$ cat src/rtl/redmule_pkg.sv
// Shared constants and FSM state type for the MX (FP8 E4M3 + E8M0) encoder.
package redmule_pkg;

  localparam int unsigned MX_ELEM_W = 8;
  localparam int unsigned FP8_BIAS  = 7;
  localparam int unsigned FP16_BIAS = 15;
  localparam int unsigned E8M0_BIAS = 127;

  typedef enum logic [1:0] {
    COLLECT = 2'd0,
    ENCODE  = 2'd1,
    OUTPUT  = 2'd2
  } enc_state_e;

endpackage

$ cat src/rtl/redmule_mx_fp16_to_fp8.sv
// Single-lane FP16 -> FP8 E4M3 conversion relative to a shared block exponent.
// Macro REDMULE_MX_ENC_RNE_EN selects round-to-nearest-even; otherwise the
// mantissa is truncated.
module redmule_mx_fp16_to_fp8
  import redmule_pkg::*;
(
  input  logic [15:0] elem_i,
  input  logic [4:0]  emax_i,
  output logic [7:0]  fp8_o
);

  // The block maximum lands on the largest normal E4M3 exponent
  localparam int unsigned FP8_EMAX = 2 * FP8_BIAS;

  logic              w_sign;
  logic [4:0]        w_e16;
  logic [9:0]        w_m16;
  logic signed [6:0] w_e8;
`ifdef REDMULE_MX_ENC_RNE_EN
  logic              w_round_up;
  logic [3:0]        w_mant_r;
`endif

  assign w_sign = elem_i[15];
  assign w_e16  = elem_i[14:10];
  assign w_m16  = elem_i[9:0];
  assign w_e8   = 7'({2'b00, w_e16}) - 7'({2'b00, emax_i}) + 7'(FP8_EMAX);

`ifdef REDMULE_MX_ENC_RNE_EN
  assign w_round_up = w_m16[6] & (w_m16[7] | (|w_m16[5:0]));
  assign w_mant_r   = {1'b0, w_m16[9:7]} + {3'b000, w_round_up};
`endif

  // Classify the element and form the E4M3 byte
  always_comb begin
    fp8_o = {w_sign, 7'b0};
    if (w_e16 == 5'd0) begin
      fp8_o = {w_sign, 7'b0};
    end else if (w_e16 == 5'h1F) begin
      fp8_o = (w_m16 != 10'd0) ? {w_sign, 4'hF, 3'b100} : {w_sign, 4'hF, 3'b000};
    end else begin
`ifdef REDMULE_MX_ENC_RNE_EN
      if (w_e8 < 7'sd0) begin
        fp8_o = {w_sign, 7'b0};
      end else if (w_e8 == 7'sd0) begin
        // Only a mantissa carry lifts an e8=0 value into the normal range
        fp8_o = w_mant_r[3] ? {w_sign, 4'h1, 3'b000} : {w_sign, 7'b0};
      end else if (w_mant_r[3]) begin
        fp8_o = (w_e8[3:0] == 4'hE) ? {w_sign, 4'hE, 3'b111}
                                    : {w_sign, w_e8[3:0] + 4'd1, 3'b000};
      end else begin
        fp8_o = {w_sign, w_e8[3:0], w_mant_r[2:0]};
      end
`else
      if (w_e8 <= 7'sd0) begin
        fp8_o = {w_sign, 7'b0};
      end else begin
        fp8_o = {w_sign, w_e8[3:0], w_m16[9:7]};
      end
`endif
    end
  end

endmodule

$ cat src/rtl/redmule_mx_encoder.sv
// Collects NUM_ELEMS FP16 elements, derives a shared E8M0 exponent from the
// largest normal exponent, and emits the packed FP8 E4M3 block on two
// independent valid/ready channels.
// Macro REDMULE_MX_ENC_RNE_EN (see redmule_mx_fp16_to_fp8) enables RNE.
module redmule_mx_encoder
  import redmule_pkg::*;
#(
  parameter int unsigned DATA_W = 256,
  parameter int unsigned BITW   = 16
) (
  input  logic              clk_i,
  input  logic              rst_ni,
  input  logic              fp16_valid_i,
  output logic              fp16_ready_o,
  input  logic [BITW-1:0]   fp16_data_i,
  output logic              mx_val_valid_o,
  input  logic              mx_val_ready_i,
  output logic [DATA_W-1:0] mx_val_data_o,
  output logic              mx_exp_valid_o,
  input  logic              mx_exp_ready_i,
  output logic [7:0]        mx_exp_data_o
);

  localparam int unsigned NUM_ELEMS = DATA_W / MX_ELEM_W;
  localparam int unsigned IDX_W     = $clog2(NUM_ELEMS);
  localparam int unsigned EXP_OFS   = E8M0_BIAS - FP16_BIAS - FP8_BIAS;

  enc_state_e        r_state, w_next_state;
  logic [IDX_W-1:0]  r_idx;
  logic [4:0]        r_emax;
  logic [BITW-1:0]   r_elems [NUM_ELEMS];
  logic              r_val_valid, r_exp_valid;
  logic [DATA_W-1:0] r_val_data, w_packed;
  logic [7:0]        r_exp_data, w_exp;
  logic [4:0]        w_in_e16;
  logic              w_in_hs, w_last, w_out_done;

  assign w_in_hs    = fp16_valid_i & fp16_ready_o;
  assign w_last     = w_in_hs && (r_idx == IDX_W'(NUM_ELEMS - 1));
  assign w_in_e16   = fp16_data_i[14:10];
  assign w_out_done = (!r_val_valid || mx_val_ready_i) && (!r_exp_valid || mx_exp_ready_i);
  assign w_exp      = (r_emax == 5'd0) ? 8'(E8M0_BIAS) : 8'({3'b000, r_emax}) + 8'(EXP_OFS);

  assign mx_val_valid_o = r_val_valid;
  assign mx_val_data_o  = r_val_data;
  assign mx_exp_valid_o = r_exp_valid;
  assign mx_exp_data_o  = r_exp_data;

  for (genvar g = 0; g < NUM_ELEMS; g++) begin : g_lane
    redmule_mx_fp16_to_fp8 u_lane (
      .elem_i (r_elems[g]),
      .emax_i (r_emax),
      .fp8_o  (w_packed[g*MX_ELEM_W +: MX_ELEM_W])
    );
  end

  // State register
  always_ff @(posedge clk_i or negedge rst_ni) begin
    if (!rst_ni) r_state <= COLLECT;
    else         r_state <= w_next_state;
  end

  // Next-state and input-ready decode
  always_comb begin
    w_next_state = r_state;
    fp16_ready_o = 1'b0;
    case (r_state)
      COLLECT: begin
        fp16_ready_o = 1'b1;
        if (w_last) w_next_state = ENCODE;
      end
      ENCODE:  w_next_state = OUTPUT;
      OUTPUT:  if (w_out_done) w_next_state = COLLECT;
      default: w_next_state = COLLECT;
    endcase
  end

  // Element capture, running emax, output registers and channel handshakes
  always_ff @(posedge clk_i or negedge rst_ni) begin
    if (!rst_ni) begin
      r_idx       <= '0;
      r_emax      <= '0;
      r_val_valid <= 1'b0;
      r_exp_valid <= 1'b0;
      r_val_data  <= '0;
      r_exp_data  <= '0;
      for (int unsigned i = 0; i < NUM_ELEMS; i++) r_elems[i] <= '0;
    end else begin
      case (r_state)
        COLLECT: begin
          if (w_in_hs) begin
            r_elems[r_idx] <= fp16_data_i;
            r_idx          <= r_idx + IDX_W'(1);
            if (w_in_e16 != 5'd0 && w_in_e16 != 5'h1F && w_in_e16 > r_emax)
              r_emax <= w_in_e16;
          end
        end
        ENCODE: begin
          r_val_data  <= w_packed;
          r_exp_data  <= w_exp;
          r_val_valid <= 1'b1;
          r_exp_valid <= 1'b1;
        end
        OUTPUT: begin
          if (r_val_valid && mx_val_ready_i) r_val_valid <= 1'b0;
          if (r_exp_valid && mx_exp_ready_i) r_exp_valid <= 1'b0;
          if (w_out_done) begin
            r_idx  <= '0;
            r_emax <= '0;
          end
        end
        default: ;
      endcase
    end
  end

endmodule

$ cat config.mk
export PLATFORM = sky130hd
export DESIGN_NAME = redmule_mx_encoder
export DESIGN_NICKNAME = d
export VERILOG_FILES = /design/src/rtl/redmule_pkg.sv /design/src/rtl/redmule_mx_fp16_to_fp8.sv /design/src/rtl/redmule_mx_encoder.sv
export SDC_FILE = /design/constraint.sdc
export NUM_CORES = 2
export LEC_CHECK = 0
export CORE_MARGIN = 10
export CORE_UTILIZATION = 25
export CTS_BUF_LIST = sky130_fd_sc_hd__clkbuf_16
export CTS_CLUSTER_DIAMETER = 30
export DETAILED_ROUTE_END_ITERATION = 7
export PLACE_DENSITY = 0.44
export SLEW_MARGIN = 20
export SYNTH_ARGS = -nofsm -noshare
export SYNTH_HDL_FRONTEND = slang
export SYNTH_HIERARCHICAL = 1
export SYNTH_SLANG_ARGS = --single-unit
export TNS_END_PERCENT = 50
$ cat constraint.sdc
create_clock -name clk_i -period 5.44 [get_ports clk_i]
set_input_delay 0.544 -clock clk_i [delete_from_list [all_inputs] [get_ports clk_i]]
set_output_delay 0.544 -clock clk_i [all_outputs]
set_load 0.03 [all_outputs]
# Yosys cells after proc, flatten, opt, wreduce, memory -nomap -nowiden
# Cells that the tools add are included.
# totals
ff_bits,790
inputBits,21
output_inout_bits,267
word_cells,416
# classes
add_sub_neg,66
order_cmp,35
n_eq_ne,42
n_mux,146
bitwise_logic,2
n_reduce_logical,86
# ops
op,count
2-to-1 mux 7 bit,96
bitwise mux 512 bit,1
nonzero test 10 bit,32
"adder 7 x 4 -> 7 bit, second input constant",32
"<= comparator 7 x 1 -> 1 bit, second input constant",32
subtractor 5 x 5 -> 6 bit,32
"equality test 5 bit, second input constant",33
logical NOT 5 bit,33
2-to-1 mux 3 bit,32
demux 16 bit (select 5 bit),1
2-to-1 mux 5 bit,4
one-hot mux 5 bit (2 select lines),2
2-to-1 mux 16 bit,1
"inequality test 2 bit, second input constant",6
"adder 5 x 7 -> 8 bit, second input constant",1
2-to-1 mux 8 bit,1
AND reduction 2 bit,4
logical AND 1 bit,7
">= comparator 6 bit, second input constant",1
"less-than comparator 6 x 1 -> 1 bit, second input constant",1
inverter 5 -> 6 bit,1
one-hot mux 2 bit (3 select lines),1
"adder 5 x 1 -> 5 bit, second input constant",1
> comparator 5 bit,1
14 further kinds,21

# Longest topological paths before layout
# depth
depth_word,6
mapped_depth,13
depth_no_buf,13

# Hierarchy
# Netlist, hierarchy kept.
# modules_own_cells
module,n_inst,cells_per_inst,area_per_inst_um2
redmule_mx_encoder,1,2379,31525.2
redmule_mx_fp16_to_fp8 (g_lane[0].u_lane ...),29,59,421.7
redmule_mx_fp16_to_fp8 (g_lane[7].u_lane ...),3,55,411.6

# Worst setup path after synthesis
# OpenSTA, ideal clock, no wires.
# synth_timing
path_kind,reg2reg
from,register r_emax[1]
to,"register r_val_data[11], in the netlist mx_val_data_o[11]"
setup_ps,117
arrival_time_ps,4226
required_time_ps,5323
slack_ps,1097
path_stages_with_launch,11
n_path_buf,0
period_less_slack_ps,4343
path_cell_list,dfrtp_1 fa_1 ha_1 nand2_1 nor3b_1 nor2_1 o211a_1 nor4_4 o31ai_1 nand2_1 nand2_1
# synth_between
elab_chain_cells,6
# synth_rtl
item,line_no,rtl
"start, declared",redmule_mx_encoder.sv:30,logic [4:0] r_emax;
"start signal, assigned",redmule_mx_encoder.sv:95,r_emax <= w_in_e16;
subtractor 5 x 5 -> 6 bit,redmule_mx_fp16_to_fp8.sv:27,"assign w_e8 = 7'({2'b00, w_e16}) - 7'({2'b00, emax_i}) + 7'(FP8_EMAX);"
adder 7 x 4 -> 7 bit,redmule_mx_fp16_to_fp8.sv:27,
<= comparator 7 x 1 -> 1 bit,redmule_mx_fp16_to_fp8.sv:55,if (w_e8 <= 7'sd0) begin
2-to-1 mux 7 bit,redmule_mx_fp16_to_fp8.sv:55,
2-to-1 mux 7 bit,redmule_mx_fp16_to_fp8.sv:39,end else if (w_e16 == 5'h1F) begin
2-to-1 mux 7 bit,redmule_mx_fp16_to_fp8.sv:37,if (w_e16 == 5'd0) begin
via w_packed[11],redmule_mx_encoder.sv:33,"logic [DATA_W-1:0] r_val_data, w_packed;"
"end signal, assigned",redmule_mx_encoder.sv:99,r_val_data <= w_packed;
"end, declared",redmule_mx_encoder.sv:33,
# The timed path passes the listed nets, and every way through them passes these cells.
# A chain may end at the register's enable or synchronous reset.

# Worst setup path in the final report
# layout_timing
from,register r_emax[0]
to,"register r_val_data[6], in the netlist mx_val_data_o[6]"
# layout_between
elab_chain_cells,6
# layout_rtl
item,line_no
subtractor 5 x 5 -> 6 bit *,redmule_mx_fp16_to_fp8.sv:27
adder 7 x 4 -> 7 bit *,redmule_mx_fp16_to_fp8.sv:27
<= comparator 7 x 1 -> 1 bit,redmule_mx_fp16_to_fp8.sv:55
2-to-1 mux 7 bit *,redmule_mx_fp16_to_fp8.sv:55
2-to-1 mux 7 bit *,redmule_mx_fp16_to_fp8.sv:39
2-to-1 mux 7 bit *,redmule_mx_fp16_to_fp8.sv:37
via w_packed[6],redmule_mx_encoder.sv:33
# The timed path passes the listed nets; every way through them passes the cells marked *.

==> impl_summary.md <==
Run status
The flow ran to the end, and the final reports show no timing, DRC or antenna violations.

Power and ir drop
The design draws 44570 µW. Dividing total power by cell area gives a power density of 774.9 mW/mm². The largest vdd supply drop is 314.6 µV. Summed over all cells, the static leakage comes to 0.02775 µW.

Yosys
By area, the combinational part of the netlist is dominated by simple AND/OR/NAND/NOR gates. The synthesized netlist net count is 4512. The area fraction in and, or, nand and nor cells after synthesis is 0.1958.

Averaged over all synthesized cells, the footprint is 10.57 µm². The cell area that synthesis handed to floorplanning was 0.04499 mm². The count of warnings emitted by yosys is 6.

Of the post-synthesis cell area, the dominant cell type holds 0.4394. Synthesis handed over a netlist of 4255 instances. Of the total synthesized cell area, the portion taken by XOR and XNOR cells is 0.02570.

The synthesized-area fraction occupied by ao, oa, aoi and oai cells is 0.07540. The cell taking the most area after synthesis is sky130_fd_sc_hd__dfrtp_1. The netlist uses 69 different library cells. The sequential share of the synthesized area is 0.4394. Synthesis inferred 790 register bits. The count of flip-flops with a built-in enable after synthesis is 0.

The most frequently used flop master after synthesis is sky130_fd_sc_hd__dfrtp_1. After synthesis, the share of flip-flops with an asynchronous set or reset is 1.000. After synthesis, the cell types taking the most area are sky130_fd_sc_hd__dfrtp_1, sky130_fd_sc_hd__nand2_1, sky130_fd_sc_hd__mux2_2, sky130_fd_sc_hd__mux2_4, sky130_fd_sc_hd__ha_1. The fraction of the mapped netlist area in adder cells is 0.07098. The portion of netlist area occupied by mux cells is 0.1481.

Floorplanning
The horizontal die dimension is 444.2 µm. For this configuration, the core starts out at a cell density of 0.2519. In this run the vertical extent of the chip is 444.2 µm.

The full die area is 0.1973 mm². The floorplan has 155 rows. The total I/O pin count is 288.

The core region is 0.1786 mm².

Clocking
Clock latency on the worst-skew pair, taken at its later pin, is 0.80 ns. Clock-pin slew was measured on the worst setup and hold paths at 0.04 ns. Post-CTS repair changed the size of 0 cells.

TritonCTS built the clock tree. The maximum root-to-sink buffer count is 3. Clock tree synthesis selected as its root buffer the cell sky130_fd_sc_hd__clkbuf_16. The clock sink count is 790.

Counting the buffers created by CTS gives 216. The H-tree generated during clock tree synthesis spans 4 levels. The buffer count from post-CTS setup fixing is 0.

Timing
The post-layout minimum cycle time is 4.009 ns. Headroom to the max-slew limit came out at 0.2997. The final-report hold violation count is 0. The transition at the pin with the smallest max-transition slack is 1.050 ns.

The upper clock frequency limit is 249.4 MHz. Setup violations remaining at the end of the flow were counted as 0. The final-report max-slew violation count was 0. Setup total negative slack on the finished layout was measured at 0 ns. The post-route fraction of the period consumed by the critical path is 0.7370. Across the routed clock network, the largest skew measured is 0.02389 ns. Setup repair after global routing left no endpoint under its margin.

Route
For this run, design rule violations remaining after detail routing come to 0. The final layout contains routed wiring with a total length of 144400 µm. Dividing the detail-routed wire length by the instance count gives 20.17 µm. The iteration count of the initial detailed-routing pass is 5. The average vias per placed instance is 4.529. Across all layers, the routed design uses 32440 vias. The number of DRC markers after the initial detailed-route iteration is 1576. The number of nets with antenna violations after routing is 0.

Setup path
The startpoint of the most critical setup path is r_emax[0]$_DFFE_PN0P_. The worst setup path is launched from a flop. The signal on the critical path passes through buf_4, ha_1, fa_1, ha_1, nand2_1, nor3b_1, nor2_1, o211a_1, nor4_4, o31ai_1, nand2_1, nand2_1.

Counting both buffers and inverters, the worst setup path holds a total of 1. By startpoint and endpoint, the worst setup path is classified as reg -> reg. Along the worst path, the maximum fanout reaches 31. The worst setup path is captured at a flop.

The data required time at the worst endpoint is 6.14 ns. For this run, the slowest stage of the critical path takes 0.99 ns. The reg-to-reg critical path startpoint is r_emax[0]$_DFFE_PN0P_. The arrival time of data at the critical path endpoint is 4.71 ns. Among cell families on the critical path, the largest total delay comes from adder cells. The library cell contributing the largest single delay on the critical path is sky130_fd_sc_hd__dfrtp_4. By instance count, the cell type seen most on the critical path is sky130_fd_sc_hd__nand2_1.

Global routing
The total grt overflow is 0. The number of antenna violations at the first check in global routing is 6. The maximum number of pins on one net before global-route repair is 154. The wire length of the first global-routing pass is 218000 µm. The global router's overall resource usage is 0.1435.

The via count of the first global-routing pass is 33620.

Cells and area
Registers take 0.01979 mm². The layout-stage area growth over the synthesis result is 27.86%. Leaving out fill and tap cells, the most frequent cells in the layout are sky130_fd_sc_hd__nand2_1, sky130_fd_sc_hd__dfrtp_1, sky130_fd_sc_hd__mux2_2. The multi-input gate area in the final layout is 0.02322 mm². The library cell used most frequently in the layout, excluding fill and tap cells, is sky130_fd_sc_hd__nand2_1. The number of filler instances in the final layout is 18090. For this run, the post-layout net count is 4874. In the final layout, the share of cells above drive strength 1 is 0.2281. Measured on the finished design, the core utilization comes to 0.3220.

Placement
Port buffering added 287 buffers. The placer's final routability congestion estimate is 0.7626. The wire-length estimate of the detail-placed layout is 91130 µm.

Job
The max capacitance violation total is 0.

Hold path
The startpoint identified for the worst hold timing path is fp16_data_i[13]. The worst hold path belongs to the class in -> reg.
worst reg2reg max path, stage by stage (launching register included):
cell and delay (ns):
sky130_fd_sc_hd__dfrtp_4 0.99, sky130_fd_sc_hd__buf_4 0.38, sky130_fd_sc_hd__ha_1 0.26, sky130_fd_sc_hd__fa_1 0.51
sky130_fd_sc_hd__ha_1 0.34, sky130_fd_sc_hd__nand2_1 0.07, sky130_fd_sc_hd__nor3b_1 0.35, sky130_fd_sc_hd__nor2_1 0.10
sky130_fd_sc_hd__o211a_1 0.24, sky130_fd_sc_hd__nor4_4 0.40, sky130_fd_sc_hd__o31ai_1 0.14, sky130_fd_sc_hd__nand2_1 0.08
sky130_fd_sc_hd__nand2_1 0.05
layer usage:
layer | vias to the layer above | global-route usage | wire length (µm)
met3 | 258 | 0.03311 | 6105
met4 | 0 | 0.05408 | 5056
met1 | 16150 | 0.1750 | 62640
met5 | - | 0 | 0
met2 | 563 | 0.2450 | 70620
li1 | 15470 | - | -
state kept, by name (all words and copies together) (netlist names):
signal	flops
r_emax	5
r_idx	5
mx_val_data_o	256
mx_exp_valid_o	1
mx_val_valid_o	1
r_elems	512
mx_exp_data_o	8
r_state	2
Yosys cell counts (29+ instances only):
| cell type | number |
|---|---|
| sky130_fd_sc_hd__buf_4 | 40 |
| sky130_fd_sc_hd__o22ai_1 | 32 |
| sky130_fd_sc_hd__nor3b_1 | 30 |
| sky130_fd_sc_hd__a21oi_1 | 130 |
| sky130_fd_sc_hd__nor2_1 | 234 |
| sky130_fd_sc_hd__mux2_2 | 284 |
| sky130_fd_sc_hd__nor2b_1 | 30 |
| sky130_fd_sc_hd__mux2i_1 | 30 |
| sky130_fd_sc_hd__nand3_1 | 97 |
| sky130_fd_sc_hd__nand2_1 | 948 |
| sky130_fd_sc_hd__o21ai_2 | 29 |
| sky130_fd_sc_hd__xor2_1 | 62 |
| sky130_fd_sc_hd__and4bb_2 | 29 |
| sky130_fd_sc_hd__ha_1 | 204 |
| sky130_fd_sc_hd__nor4_1 | 33 |
| sky130_fd_sc_hd__nor4_4 | 29 |
| sky130_fd_sc_hd__nor3_1 | 33 |
| sky130_fd_sc_hd__inv_1 | 204 |
| sky130_fd_sc_hd__mux2_4 | 207 |
| sky130_fd_sc_hd__fa_1 | 32 |
| sky130_fd_sc_hd__and2_1 | 32 |
| sky130_fd_sc_hd__o21ai_1 | 61 |
| sky130_fd_sc_hd__nand2b_1 | 61 |
| sky130_fd_sc_hd__clkbuf_1 | 75 |
| sky130_fd_sc_hd__dfrtp_1 | 790 |
| sky130_fd_sc_hd__and3_1 | 35 |
| sky130_fd_sc_hd__a221oi_2 | 32 |
| sky130_fd_sc_hd__or4_1 | 65 |
| sky130_fd_sc_hd__o31ai_1 | 97 |
| sky130_fd_sc_hd__xnor2_1 | 70 |
| sky130_fd_sc_hd__o211a_1 | 29 |
cells by family after synthesis:
group	Yosys count
AO/OA/AOI/OAI	470
XOR/XNOR	132
adder cells (fa/ha/maj)	236
flip-flops	790
buffers and inverters	383
multiplexers	526
AND/OR/NAND/NOR	1718
power breakdown:
part	total [µW]	leakage (µW)	switching, µW	internal, µW
Sequential	9590	0.0106	1880	7710
Combinational	21800	0.0134	11900	9830
Clock	13200	0.00377	4000	9210
what timing repair did:
action	CTS	global route
endpoints found under the hold margin	49	0
setup endpoints to repair	0	0
hold buffers	1	0
through the flow:
stage	instances	setup slack [ns]	instance area, µm²	hold WS, ns
6_report	7161	1.431	57520	0.2484
5_1_grt	7161	1.126	57520	0.1975
4_1_cts	7159	1.371	57520	0.1826
3_5_place_dp	6753	1.380	49890	0.4495
3_3_place_gp	6753	1.474	49890	0.4474
2_1_floorplan	4255	1.097	44990	0.2484
final timing paths:
check | depth (start not counted) | slack (ns) | endpoint
max reg2reg | 12 | 1.43 | mx_val_data_o[6]$_DFFE_PN0P_
max | 12 | 1.43 | mx_val_data_o[6]$_DFFE_PN0P_
min | 2 | 0.25 | r_elems[333]$_DFFE_PN0P_
min in group asynchronous | 2 | 0.31 | mx_val_data_o[200]$_DFFE_PN0P_
min reg2reg | 2 | 0.46 | mx_val_data_o[55]$_DFFE_PN0P_
max in group asynchronous | 3 | 3.79 | mx_val_data_o[83]$_DFFE_PN0P_
area by class of cell:
type / count / share of cell area
clock inverter: 186 / 0.03709
inverter: 204 / 0.01331
sequential: 790 / 0.3440
timing repair buffer: 323 / 0.05534
antenna: 2 / 0.00008701
tap: 2355 / 0.05122
multi-input combinational: 3082 / 0.4037
clock buffer: 219 / 0.09527
No activity file was read; power rests on OpenSTA's default activity.
==> patch, RTL diff (same settings) <==
Add a define of `REDMULE_MX_ENC_RNE_EN`.
--- a/src/rtl/redmule_mx_fp16_to_fp8.sv
+++ b/src/rtl/redmule_mx_fp16_to_fp8.sv
@@ -2,4 +2,6 @@
 // Macro REDMULE_MX_ENC_RNE_EN selects round-to-nearest-even; otherwise the
 // mantissa is truncated.
+`define REDMULE_MX_ENC_RNE_EN
+
 module redmule_mx_fp16_to_fp8
   import redmule_pkg::*;
Function: same outputs for any inputs over 4 cycles, from zero or initial values and one cycle with rst_ni low; that may be too few to reach the edited logic, so the function may still have changed.
==> patch against the original RTL <==
Fmax shrank 9.1%; routed wire length grew 19%; sequential cell count is the same; design area grew 17%; die area grew 20%; synthesized area grew 21%; setup slack lost 0.40 ns; worst hold slack lost 0.093 ns; critical path depth grew 4.
Power is not shown: default switching activity piles up to over one toggle a cycle in this logic, so the estimate is an artifact.
==> patch: results (changes against the original RTL) <==
- The maximum fanout along the worst path came to 26 (-16%).
- The total routing usage reported by global routing is 14.2% (-0.19 points).
- The routability-driven placement congestion ratio is 0.835 (+9.5%).
- The endpoint arrival time on the critical path is 5.17 ns (+0.46 ns).
- The worst-margin pin slew is 1.13 ns (+0.0769 ns).
- The fraction of standard cell area in multi-input logic is 47.2% (+6.9 points).
- The endpoint identified for the worst register-to-register timing path is mx_val_data_o[64].
- The clock tree skew after final layout came to 0.0490 ns (+0.0251 ns).
- The net count after synthesis was 6101 (+35%).
- The via count of the first global-routing pass is 43500 (+29%).
- The run finished with clean final reports.
- The hold path endpoint is r_emax[3].
- The depth of the worst register-to-register path is 16 (+4).
- The post-DP HPWL was 114 mm (+25%).
- The maximum number of pins on one net before global-route repair is 157 (+1.9%).
- The largest incremental delay on the critical path is 0.90 ns (-0.09 ns).
- The clock sink count is 790 (unchanged).
- After synthesis, the cell types taking the most area are sky130_fd_sc_hd__dfrtp_1 36%, sky130_fd_sc_hd__ha_1 8.4%, sky130_fd_sc_hd__nand2_1 6.9%.
- The number of vias per cell after detailed routing was 4.68 (+3.4%).
- The internal reg-to-reg setup slack is 1.03 ns (-0.40 ns).
- The count of distinct cell types in the synthesized netlist is 100 (+45%).
- The category of cells accounting for the largest share of critical-path delay is compound AO/OA/AOI/OAI gates.
- The clock network area share is 11.5% (-1.8 points).
- The synthesized-area fraction occupied by ao, oa, aoi and oai cells is 13.1% (+5.6 points).
- The number of violations reported at the end of detailed-routing iteration 0 is 2224 (+41%).
- The adder and majority gate portion of the synthesized area is 9.56% (+2.5 points).
- By count the netlist is led by 1004 x sky130_fd_sc_hd__nand2_1, 790 x sky130_fd_sc_hd__dfrtp_1, 364 x sky130_fd_sc_hd__ha_1.
- The clock latency on the worst-skew pair came to 0.83 ns (+0.03 ns).
- The number of nets in the layout is 6411 (+32%).
- The total CTS buffers came to 227 (+5.1%).
- The root buffer cell is sky130_fd_sc_hd__clkbuf_16.
- The mux share of post-synthesis cell area is 12.7% (-2.1 points).
- The total wire length after detailed routing is 172 mm (+19%).
- The number of filler cells placed in the layout is 22400 (+24%).
- The number of non-clock buffers in the layout is 324 (+0.31%).
- The clock input transition at the sequential cells of the worst setup and hold paths is 0.05 ns.
- The xor-xnor portion of the synthesized cell area came to 4.11% (+1.5 points).
- The layout multi-input combinational cell count was 4315 (+40%).
- The classification of the worst setup path is register to register.
- The area share of buffers outside the clock network was 4.69% (-0.85 points).
-- patch: through the flow --
stage               instances  utilization [%]  hold WS [ns]  worst slack, ns  cell area, sq um
floorplan                5684                -         0.248             1.76             54400
finish                   9041             31.0         0.156             1.03             67200
global route             9039             31.0         0.124            0.696             67200
detailed placement       8618             27.5         0.450             1.05             59500
global placement         8618             27.5         0.453             1.08             59500
CTS                      9039             31.0        0.0777            0.993             67200
-- patch: metal layers --
layer  part of all wire (%)  GRT usage [%]  up-vias
met5                      0              0        -
met1                     46           18.2    20800
li1                       -              -    20500
met4                    3.6           5.57        0
met2                     46           23.3      774
met3                    4.0           2.77      287
-- patch: cell families (layout without fill, tap and decap cells) --
kind of cell / after synthesis / in the layout
and+or+nand+nor: 2091 / 2091
xor gates and xnor gates: 236 / 236
buffers and inverters: 579 / 1080
AOI/OAI and AO/OA: 1051 / 1051
other: 0 / 2
adders and majority gates: 396 / 396
muxes: 541 / 541
DFF: 790 / 790
-- patch: worst reg2reg max path, stage by stage (launching register included) --
cell and delay (ns):
sky130_fd_sc_hd__dfrtp_4 0.90, sky130_fd_sc_hd__buf_4 0.45, sky130_fd_sc_hd__ha_1 0.23, sky130_fd_sc_hd__inv_1 0.06, sky130_fd_sc_hd__fa_1 0.39, sky130_fd_sc_hd__xor2_1 0.32
sky130_fd_sc_hd__inv_1 0.13, sky130_fd_sc_hd__ha_1 0.38, sky130_fd_sc_hd__nand2_1 0.14, sky130_fd_sc_hd__nor4_1 0.08, sky130_fd_sc_hd__a22oi_1 0.20, sky130_fd_sc_hd__o221ai_1 0.16
sky130_fd_sc_hd__a221oi_2 0.43, sky130_fd_sc_hd__o21ai_1 0.15, sky130_fd_sc_hd__a21oi_1 0.16, sky130_fd_sc_hd__nand2_1 0.07, sky130_fd_sc_hd__nand2_1 0.09
